File: src/rtl/mem_port_arbiter.sv
// Arbitrates one single-ported memory between instruction fetch and load/store.
// One access in flight at a time; ties alternate between the two requesters.
module mem_port_arbiter #(
  parameter int ADDR_W  = 32,
  parameter int DATA_W  = 32,
  parameter int MEM_LAT = 1
) (
  input  logic                  clk,
  input  logic                  rst,
  input  logic                  if_req,
  input  logic [ADDR_W-1:0]     if_addr,
  output logic                  if_gnt,
  output logic                  if_rvalid,
  output logic [DATA_W-1:0]     if_rdata,
  input  logic                  d_req,
  input  logic                  d_we,
  input  logic [DATA_W/8-1:0]   d_be,
  input  logic [ADDR_W-1:0]     d_addr,
  input  logic [DATA_W-1:0]     d_wdata,
  output logic                  d_gnt,
  output logic                  d_rvalid,
  output logic [DATA_W-1:0]     d_rdata,
  output logic                  mem_en,
  output logic                  mem_we,
  output logic [DATA_W/8-1:0]   mem_be,
  output logic [ADDR_W-1:0]     mem_addr,
  output logic [DATA_W-1:0]     mem_wdata,
  input  logic [DATA_W-1:0]     mem_rdata
);

  localparam int BE_W  = DATA_W / 8;
  localparam int CNT_W = $clog2(MEM_LAT) + 1;

  typedef enum logic {S_IDLE, S_WAIT} state_t;

  state_t            state_reg, state_next;
  logic [CNT_W-1:0]  cnt_reg, cnt_next;
  logic              owner_reg, owner_next;   // 1 = data port owns the access
  logic              last_reg, last_next;     // 1 = data port was granted last
  logic              window;
  logic              grant_if, grant_d, issue, rvalid;

  always_ff @(posedge clk or posedge rst) begin
    if (rst) begin
      state_reg <= S_IDLE;
      cnt_reg   <= '0;
      owner_reg <= 1'b0;
      last_reg  <= 1'b0;
    end else begin
      state_reg <= state_next;
      cnt_reg   <= cnt_next;
      owner_reg <= owner_next;
      last_reg  <= last_next;
    end
  end

  always_comb begin
    state_next = state_reg;
    cnt_next   = cnt_reg;
    owner_next = owner_reg;
    last_next  = last_reg;
    grant_if   = 1'b0;
    grant_d    = 1'b0;

    // The window also opens on the response cycle so accesses can run back-to-back.
    window = (state_reg == S_IDLE) || (cnt_reg == '0);
    rvalid = !rst && (state_reg == S_WAIT) && (cnt_reg == '0);

    if (!rst && window) begin
      if (if_req && d_req) begin
        grant_d  = !last_reg;
        grant_if = last_reg;
      end else begin
        grant_d  = d_req;
        grant_if = if_req;
      end
    end
    issue = grant_if || grant_d;

    if (issue) begin
      state_next = S_WAIT;
      cnt_next   = CNT_W'(MEM_LAT - 1);
      owner_next = grant_d;
      last_next  = grant_d;
    end else if (state_reg == S_WAIT) begin
      if (cnt_reg != '0) begin
        cnt_next = cnt_reg - CNT_W'(1);
      end else begin
        state_next = S_IDLE;
      end
    end
  end

  assign if_gnt    = grant_if;
  assign d_gnt     = grant_d;
  assign if_rvalid = rvalid && !owner_reg;
  assign d_rvalid  = rvalid && owner_reg;
  assign if_rdata  = mem_rdata;
  assign d_rdata   = mem_rdata;

  assign mem_en    = issue;
  assign mem_we    = grant_d && d_we;
  assign mem_addr  = grant_d ? d_addr : (grant_if ? if_addr : '0);
  assign mem_wdata = grant_d ? d_wdata : '0;

  // Fetches read whole words; data accesses pass their own byte enables.
  genvar gi;
  generate
    for (gi = 0; gi < BE_W; gi++) begin : g_be
      assign mem_be[gi] = grant_if || (grant_d && d_be[gi]);
    end
  endgenerate

endmodule
File: config.mk
export PLATFORM = sky130hd
export DESIGN_NAME = mem_port_arbiter
export DESIGN_NICKNAME = d
export VERILOG_FILES = /design/src/rtl/mem_port_arbiter.sv
export SDC_FILE = /design/constraint.sdc
export NUM_CORES = 1
export LEC_CHECK = 0
export BUFFER_PORTS_ARGS = -buffer_cell sky130_fd_sc_hd__buf_2
export CAP_MARGIN = 20
export CORE_AREA = 2 2 108 110
export DETAILED_ROUTE_END_ITERATION = 6
export DIE_AREA = 0 0 110 112
export HOLD_SLACK_MARGIN = 0.06
export PLACE_DENSITY = 0.5
export SLEW_MARGIN = 5
export SYNTH_ARGS = -nofsm -noshare
export SYNTH_HDL_FRONTEND = slang
export SYNTH_SLANG_ARGS = --single-unit
File: constraint.sdc
create_clock -name clk -period 2.8 [get_ports clk]
set_clock_uncertainty 0.15 [all_clocks]
set_input_delay 0.14 -clock clk [delete_from_list [all_inputs] [get_ports clk]]
set_output_delay 0.14 -clock clk [all_outputs]
set_load 0.1 [all_outputs]
==> impl_metrics.csv, run 1 <==
group,metric,value,unit
placement,port-buffer-count,178,
floorplan,start_util,0.1304,
sta,maxSlewViolCount,0,
sta,fin_crit,2.331,ns
clocking,clockBufferDepth,2,
route,vias,1796,
critical_path,cp_cell_sequence,"dlygate4sd3_1, buf_2, inv_2, and3_1, buf_4, and2_4, buf_12",
critical_path,critPathBufInv,5,
critical_path,r2r-start,"last_reg",
synth,yosysTopAreaCell,"buf_4",
finish,diodes,0,
clocking,cts_buffers,3,
job,maxCapViolations,0,
power,p_comb_frac,0.798,
power,pwr-share-clk,0.171,
synth,ys_ff_latch,2,
grt,grt_max_degree,40,
critical_path,crit_path_max_incr_delay,0.54,ns
floorplan,fp.dieW,110,microns
power,internal_power,0.5559,mW
worst_hold_path,hold_class,"in2reg",
placement,place_congestion,0.6911,
sta,setup_viol,0,
synth,synth_compound_area_frac,0.2215,
synth,synth_common_cells,"66 x buf_4, 35 x nor2_1, 32 x a32oi_1, 29 x and2_4, 7 x buf_6",
synth,synth_ff_type,"dfrtp_1",
clocking,clk_pin_slew_worst_paths,0.03,ns
finish,final_cells,451,
placement,hpwl,5197,microns
synth,yosys.area_share.simple,0.3150,
sta,finalHoldViolations,0,
route,drc,0,
critical_path,cp.required,2.51,ns
power,p_switching,0.6841,mW
power,ir_worst_vdd,0.1302,mV
clocking,root_buffer,"clkbuf_16",
grt,grt_pass1_vias,1854,
grt,grt_usage,0.09305,
power,power_density,407.0,nW/um^2
floorplan,die_h,112,microns
route,wl_met1,1969,microns
status,status,"finished clean",
clocking,cts_tree,"built",
critical_path,critPathKind,"in2out",
critical_path,cp_max_fo,20,
route,viasPerCell,3.982,
critical_path,end_kind,"output port",
synth,synth_cell_types,18,
synth,ys_warn_count,0,
power,switching_share,0.5517,
critical_path,cp.arrival,2.04,ns
critical_path,critPathSlowestCell,"dlygate4sd3_1",
power,power_frac_seq,0.031,
synth,yosysMostFrequentCell,"buf_4",
placement,dp.cells,447,
synth,muxShareOfSynthArea,0,
route,routed_wl,5985,microns
floorplan,core,11170,sq um
synth,synth_cells,204,
synth,synth_fa_ha_area_frac,0,
synth,synth_top_family_by_area,"buffers and inverters",
sta,max_freq,429.1,MHz
route,drt-wirelength-per-cell,13.27,microns
synth,avgSynthCellArea,7.145,sq um
clocking,clock-sinks,2,
worst_hold_path,hold_path_startpoint,"if_req",
finish,regArea,50.05,sq um
finish,nets,447,
synth,synth_area_leaders,"buf_4 34%, a32oi_1 19%, and2_4 17%",
route,dr_wl_met3,603,microns
synth,syn-cell-area,1458,sq um
synth,synth_nets,341,
critical_path,regToRegEndpoint,"last_reg",
grt,grt.overflow.total,0,
grt,grt_pass1_wl,9004,microns
synth,synth_xor_area_frac,0,
finish,fillers,1166,
finish,drive_above_1_share,0.7110,
synth,synth_seq_area_share,0.03433,
clocking,post_cts_buffers,0,
floorplan,die_area,12320,sq um
sta,final.period_utilization,0.8323,
critical_path,path_delay_family,"buffers and inverters",
route,postRouteAntennaNets,0,
clocking,htreeDepth,1,
synth,async_flop_share,1.000,
floorplan,core.rowCount,39,
power,p_leak,1.405,nW
route,wl_met2,3204,microns
synth,synth_top_area_share,0.3399,
sta,rsz0062_at_grt,"no",
floorplan,top_level_ports,275,
route,drt-initial-drc-count,79,
sta,worst_slew_pin_slew,0.4974,ns
clocking,clock_latency,0.22,ns
finish,syn_to_final_growth,109.0,%
finish,multi_input_area,787.0,sq um
worst_hold_path,hold_end,"last_reg",
route,highest_layer,"met4",
grt,antenna_found_initial,0,
worst_hold_path,whs_path_depth,2,
sta,setup_tns,0,ns
synth,synth_edf_count,0,
critical_path,worstRegToRegCells,2,
critical_path,worstSetupStartpointType,"primary input",
sta,max_slew_margin,0.6707,
route,dr.pass1.iters,4,
critical_path,rrSetupSlack,1.88,ns
## cells in the final DEF (no fill, tap or decap), drive strengths merged
master and instances:
a31oi 1, nand2b 1, buf 184, a21oi 5, nor3b 1, and2 33, clkbuf 3, nand2 6
inv 1, dlygate4sd3 1, and3 2, nor2 35, a32oi 32, a21boi 1, dfrtp 2
## worst register-to-register path: stages (launching register included)
cell and delay [ns]:
dfrtp_1 0.43, a21oi_1 0.14, a31oi_1 0.06
## cells by family (layout without fill, tap and decap cells)
| kind of cell | after synthesis | in the layout |
|---|---|---|
| and+or+nand+nor | 78 | 78 |
| buffers and inverters | 85 | 189 |
| DFF | 2 | 2 |
| AOI/OAI and AO/OA | 39 | 39 |
## per-layer routing
layer | global-route usage | vias to the layer above
met4 | 0.04473 | 0
met1 | 0.08947 | 809
met2 | 0.1767 | 121
met3 | 0.02576 | 24
met5 | 0 | -
li1 | - | 842
## stage by stage
| step | utilization | area, sq um | setup WS (ns) | hold slack [ns] | power, mW |
|---|---|---|---|---|---|
| 2_1_floorplan | - | 1463 | 0.2291 | -0.2645 | 1.108 |
| 3_3_place_gp | 0.2650 | 2962 | 0.9175 | -0.1316 | 1.027 |
| 3_5_place_dp | 0.2650 | 2962 | 0.8558 | -0.1323 | 1.033 |
| 4_1_cts | 0.2726 | 3047 | 0.4326 | 0.1136 | 1.250 |
| 5_1_grt | 0.2726 | 3047 | 0.3168 | 0.1302 | 1.286 |
| 6_report | 0.2726 | 3047 | 0.4694 | 0.09809 | 1.240 |
## timing repair
item / CTS / global route
hold buffers: 1 / 0
hold endpoints to repair: 2 / 0
gates resized for setup: 0 / 0
## power groups by stage
| stage | Combinational [mW] | Sequential (mW) | Clock [mW] |
|---|---|---|---|
| 6_report | 0.989 | 0.0385 | 0.212 |
| 5_1_grt | 1.03 | 0.0400 | 0.220 |
| 4_1_cts | 0.996 | 0.0385 | 0.215 |
| 3_5_place_dp | 0.994 | 0.0388 | 0 |
| 3_3_place_gp | 0.989 | 0.0381 | 0 |
| 2_1_floorplan | 1.07 | 0.0377 | 0 |
## layout make-up
type | count | share of cell area
sequential | 2 | 0.01643
multi-input combinational | 117 | 0.2583
inverter | 1 | 0.001232
timing repair buffer | 185 | 0.6407
clock buffer | 3 | 0.02464
tap | 143 | 0.05873
## worst max path at each step
stage	startpoint	end	slack (ns)	depth (start not counted)
after floorplan	last_reg	mem_be[0]	0.23	4
after global placement	last_reg	mem_wdata[2]	0.92	5
after detailed placement	last_reg	mem_wdata[1]	0.86	5
after CTS	rst	mem_wdata[28]	0.43	7
after global routing	rst	mem_wdata[16]	0.32	7
final	rst	mem_wdata[0]	0.47	7
No activity file was read; power rests on OpenSTA's default activity.
==> run 2: changes to the inputs <==
--- a/config.mk
+++ b/config.mk
@@ -7,11 +7,11 @@
 export LEC_CHECK = 0
 export BUFFER_PORTS_ARGS = -buffer_cell sky130_fd_sc_hd__buf_2
 export CAP_MARGIN = 20
-export CORE_AREA = 2 2 108 110
+export CORE_AREA = 2 2 105 107
 export DETAILED_ROUTE_END_ITERATION = 6
-export DIE_AREA = 0 0 110 112
+export DIE_AREA = 0 0 107 109
 export HOLD_SLACK_MARGIN = 0.06
-export PLACE_DENSITY = 0.5
+export PLACE_DENSITY = 0.53
 export SLEW_MARGIN = 5
 export SYNTH_ARGS = -nofsm -noshare
 export SYNTH_HDL_FRONTEND = slang
==> constraint.sdc (replaced) <==
create_clock -name clk -period 1.9 [get_ports clk]
set_clock_uncertainty 0.15 [all_clocks]
set_input_delay 0.095 -clock clk [delete_from_list [all_inputs] [get_ports clk]]
set_output_delay 0.095 -clock clk [all_outputs]
set_load 0.1 [all_outputs]
==> run 2 against run 1 <==
Clock-buffer cell count did not move. Clock power fell by 22%. Final cell count rose by 7.1%. Total power rose by 110%. Register-to-register slack got worse by 0.97 ns. Flip-flop and latch count did not move. First-iteration DRC count fell by 39%. Core utilization rose by 11 points. Cell area rose by 35%. Critical path type is now reg2out. Largest cell class unchanged.
==> impl_metrics.csv, run 2 (synthesis gave the netlist of run 1 again) <==
group,metric,value,unit
status,status,"finished clean",
power,power_density,621.0,nW/um^2
floorplan,core,10600,sq um
route,drc,0,
grt,grt_max_degree,34,
grt,grt_pass1_vias,2073,
critical_path,rrSetupSlack,0.91,ns
sta,setup_viol,0,
placement,hpwl,5764,microns
clocking,clock-sinks,2,
power,p_leak,1.771,nW
clocking,clock_latency,0.21,ns
grt,grt_usage,0.1220,
route,drt-initial-drc-count,48,
clocking,root_buffer,"clkbuf_8",
route,drt-wirelength-per-cell,16.32,microns
finish,drive_above_1_share,0.8513,
job,maxCapViolations,0,
sta,fin_crit,1.833,ns
clocking,cts_buffers,3,
finish,final_cell_mix,"107 x buf_12, 106 x buf_2, 32 x nor2_4, 32 x a32oi_1, 29 x and2_4",
finish,mostFrequentLayoutCell,"buf_12",
clocking,clockBufferDepth,2,
route,postRouteAntennaNets,0,
worst_hold_path,whs_path_depth,3,
finish,syn_to_final_growth,181.6,%
floorplan,fp.dieW,107,microns
power,p_total,2.549,mW
sta,final.period_utilization,0.9647,
finish,fin_util,0.3872,
route,viasPerCell,4.106,
sta,finalHoldViolations,0,
sta,maxSlewViolCount,0,
worst_hold_path,hold_end,"last_reg",
critical_path,cp.required,1.65,ns
route,routed_wl,7883,microns
grt,grt.overflow.total,0,
finish,diodes,0,
critical_path,critPathKind,"reg2out",
sta,rsz0062_at_grt,"no",
critical_path,cp.arrival,1.59,ns
route,vias,1983,
critical_path,worstSetupStartpointType,"register",
sta,max_freq,545.6,MHz
critical_path,worstRegToRegCells,3,
clocking,clk_pin_slew_worst_paths,0.03,ns
finish,nets,482,
floorplan,start_util,0.1375,
sta,max_slew_margin,0.6742,
route,dr.pass1.iters,4,
grt,antenna_found_initial,0,
grt,grt_pass1_wl,11230,microns
clocking,htreeDepth,1,
worst_hold_path,hold_path_startpoint,"rst",
critical_path,end_kind,"output port",
placement,place_congestion,0.7297,
floorplan,die_h,109,microns
worst_hold_path,hold_class,"in2reg",
critical_path,r2r-start,"last_reg",
floorplan,core.rowCount,38,
placement,port-buffer-count,178,
power,ir_worst_vdd,0.2381,mV
critical_path,regToRegEndpoint,"last_reg",
floorplan,top_level_ports,275,
sta,worst_slew_pin_slew,0.4920,ns
critical_path,cp_max_fo,16,
clocking,cts_tree,"built",
floorplan,die_area,11660,sq um
==> run 2: where the power goes <==
group | internal [mW] | total (mW) | leakage, nW | switching [mW]
clock | 0.134 | 0.165 | 0.0216 | 0.0316
sequential | 0.0486 | 0.0523 | 0.0235 | 0.00370
combinational | 0.726 | 2.33 | 1.73 | 1.61
total | 0.908 | 2.55 | 1.77 | 1.64
==> run 2: critical path, stage by stage (launching register included) <==
cell and delay, ns:
dfrtp_1 0.38, buf_4 0.16, a21boi_4 0.20, clkbuf_16 0.21
a32oi_1 0.10, nor2_4 0.13, buf_12 0.18
==> run 2: worst max-delay path by stage <==
stage	startpoint	to	slack, ns	depth (start not counted)
after floorplan	last_reg	if_rvalid	-0.01	1
after CTS	last_reg	mem_addr[16]	0.05	6
after global routing	last_reg	mem_addr[16]	0.003	6
after global placement	last_reg	mem_be[1]	0.24	5
final	last_reg	mem_addr[25]	0.07	6
after detailed placement	last_reg	mem_be[2]	0.18	5
==> run 2: per-layer routing <==
metal | part of all wire | vias up | track usage
met4 | 0.0057 | 0 | 0.02876
met5 | 0 | - | 0
met1 | 0.34 | 917 | 0.1345
li1 | - | 917 | -
met2 | 0.57 | 145 | 0.2366
met3 | 0.084 | 4 | 0.02690
==> run 2: through the flow <==
step                setup WS, ns  instances  instance area (sq um)   TNS, ns  hold WS [ns]
global route            0.002792        483                   4105         0        0.1486
CTS                      0.04913        482                   4073         0        0.1379
finish                   0.06699        483                   4105         0        0.1411
floorplan               -0.01431        204                   1760  -0.01431       -0.3095
global placement          0.2379        445                   3368         0      -0.07328
detailed placement        0.1796        445                   3368         0      -0.06538
==> run 2: final cells by class <==
cell class | count | area, sq um
Inverter | 1 | 3.754
Sequential cell | 2 | 50.05
Tap cell | 140 | 175.2
Timing Repair Buffer | 220 | 2748
Fill cell | 1034 | 6497
Clock buffer | 3 | 41.29
Multi-Input combinational cell | 117 | 1087
==> run 2: what timing repair did <==
action,4_1_cts,5_1_grt
setup endpoints to repair,4,3
gates cloned,0,1
buffers inserted,0,0
hold endpoints to repair,67,0
hold buffers,34,0
resized for setup,1,1
==> run 3: changes to the inputs <==
==> constraint.sdc (replaced) <==
create_clock -name clk -period 1.9 [get_ports clk]
set_clock_uncertainty 0.15 [all_clocks]
set_input_delay 0.19 -clock clk [delete_from_list [all_inputs] [get_ports clk]]
set_output_delay 0.19 -clock clk [all_outputs]
set_load 0.1 [all_outputs]
==> run 3 against run 2 <==
Flip-flop and latch count unchanged. Core utilization decreased by 1.7 points. Combinational power decreased by 21%. Hold slack improved by 0.031 ns. Sequential power increased by 5.4%. Worst setup slack got worse by 0.057 ns. Via count decreased by 6.1%. Clock-buffer cell count unchanged. Largest power group unchanged.
==> impl_metrics.csv, run 3 (synthesis gave the netlist of run 1 again) <==
group,metric,value,unit
route,drt-wirelength-per-cell,16.39,microns
grt,grt_pass1_vias,1968,
sta,finalHoldViolations,0,
sta,max_slew_margin,0.6697,
job,maxCapViolations,0,
sta,worst_slew_pin_slew,0.4989,ns
critical_path,worstRegToRegCells,3,
clocking,clock_latency,0.21,ns
critical_path,crit_path_max_incr_delay,0.41,ns
power,power_density,521.2,nW/um^2
critical_path,critPathKind,"reg2out",
finish,diodes,0,
route,vias,1863,
floorplan,die_area,11660,sq um
route,viasPerCell,4.086,
sta,setup_viol,0,
clocking,root_buffer,"clkbuf_8",
critical_path,cp.required,1.56,ns
critical_path,regToRegEndpoint,"last_reg",
sta,rsz0062_at_grt,"yes",
clocking,cts_buffers,3,
sta,fin_crit,1.890,ns
critical_path,rrSetupSlack,0.84,ns
floorplan,die_h,109,microns
sta,max_freq,529.2,MHz
power,pwr-share-clk,0.080,
floorplan,start_util,0.1375,
route,drc,0,
route,drt-initial-drc-count,59,
placement,place_congestion,0.6762,
finish,drive_above_1_share,0.9304,
power,p_comb_frac,0.893,
worst_hold_path,hold_path_startpoint,"rst",
clocking,clock-sinks,2,
critical_path,end_kind,"output port",
grt,antenna_found_initial,0,
status,status,"finished clean",
route,postRouteAntennaNets,0,
power,p_switching,1.171,mW
grt,grt_usage,0.1154,
critical_path,cp.arrival,1.55,ns
finish,final_cell_mix,"104 x buf_2, 77 x buf_12, 33 x nor2_4",
route,dr.pass1.iters,4,
worst_hold_path,whs_path_depth,3,
grt,grt.overflow.total,0,
power,ir_worst_vdd,0.2543,mV
clocking,clk_pin_slew_worst_paths,0.03,ns
worst_hold_path,hold_end,"last_reg",
placement,hpwl,5706,microns
clocking,htreeDepth,1,
critical_path,crit_path_frequent_cell,"buf_12",
floorplan,top_level_ports,275,
power,internal_power,0.8734,mW
finish,syn_to_final_growth,169.1,%
grt,grt_pass1_wl,10580,microns
clocking,clockBufferDepth,2,
power,power_frac_seq,0.027,
critical_path,cp_cell_sequence,"nand2b_4, buf_12, nand2_2, buf_6, a21oi_4, buf_12",
placement,port-buffer-count,178,
finish,mostFrequentLayoutCell,"buf_2",
power,p_leak,1.568,nW
power,switching_share,0.5728,
floorplan,fp.dieW,107,microns
sta,maxSlewViolCount,0,
clocking,cts_tree,"built",
critical_path,worstSetupStartpointType,"register",
power,p_total,2.044,mW
sta,setup_ws,0.01025,ns
route,routed_wl,7473,microns
critical_path,cp_max_fo,9,
critical_path,r2r-start,"last_reg",
grt,grt_max_degree,35,
worst_hold_path,hold_class,"in2reg",
critical_path,critPathSlowestCell,"dfrtp_1",
finish,nets,455,
floorplan,core,10600,sq um
floorplan,core.rowCount,38,
sta,final.period_utilization,0.9946,
placement,preCtsSetupSlack,0.07179,ns
finish,fin_util,0.3700,
-- run 3: power by group through the flow --
stage                     registers (mW)  clock network, mW  logic, mW
after floorplan                   0.0556                  0       1.68
after global placement            0.0543                  0       1.62
after detailed placement          0.0547                  0       1.63
after CTS                         0.0534              0.169       1.78
after global routing              0.0554              0.174       1.89
final                             0.0551              0.163       1.83
-- run 3: what timing repair did --
| item | 4_1_cts | 5_1_grt |
|---|---|---|
| hold buffers | 1 | 0 |
| cloned | 1 | 2 |
| endpoints found under the hold margin | 2 | 0 |
| gates resized for setup | 33 | 19 |
| pin swaps | 5 | 5 |
| buffers inserted | 1 | 0 |
| setup endpoints to repair | 37 | 21 |
-- run 3: critical path: cells and delay by family, from the launching register on --
kind | cells | cell delay [ns]
flops | 1 | 0.41
buf+inv | 3 | 0.49
compound gates | 1 | 0.15
simple gates | 2 | 0.28
-- run 3: layout make-up --
cell class	count	area (sq um)
multi-input cells	117	1439
fillers	1004	6680
inverters	1	3.754
repair buffers	193	2213
well taps	140	175.2
flip-flops and latches	2	50.05
clock buffers	3	41.29
-- run 3: per-layer routing --
metal / track usage / vias up / routed length, microns
met5: 0 / - / 0
met4: 0.03896 / 0 / 132
met3: 0.02152 / 22 / 529
met2: 0.2247 / 109 / 4230
met1: 0.1245 / 859 / 2580
li1: - / 873 / -
-- run 3: worst max-delay path by stage --
stage | startpoint | to | slack, ns | depth (start not counted)
finish | last_reg | mem_be[2] | 0.01 | 6
global route | last_reg | mem_be[2] | -0.05 | 6
CTS | last_reg | mem_addr[4] | 0.0004 | 5
detailed placement | last_reg | mem_be[2] | 0.07 | 6
global placement | last_reg | mem_be[3] | 0.06 | 6
floorplan | last_reg | if_rvalid | -0.11 | 1
-- run 3: metrics by stage --
stage | cell area [sq um] | std cells | hold slack, ns | setup TNS [ns]
after floorplan | 1765 | 204 | -0.2145 | -0.3179
after global placement | 3413 | 448 | -0.05332 | 0
after detailed placement | 3413 | 448 | -0.05015 | 0
after CTS | 3779 | 454 | 0.1648 | 0
after global routing | 3923 | 456 | 0.1899 | -0.7588
final | 3923 | 456 | 0.1718 | 0
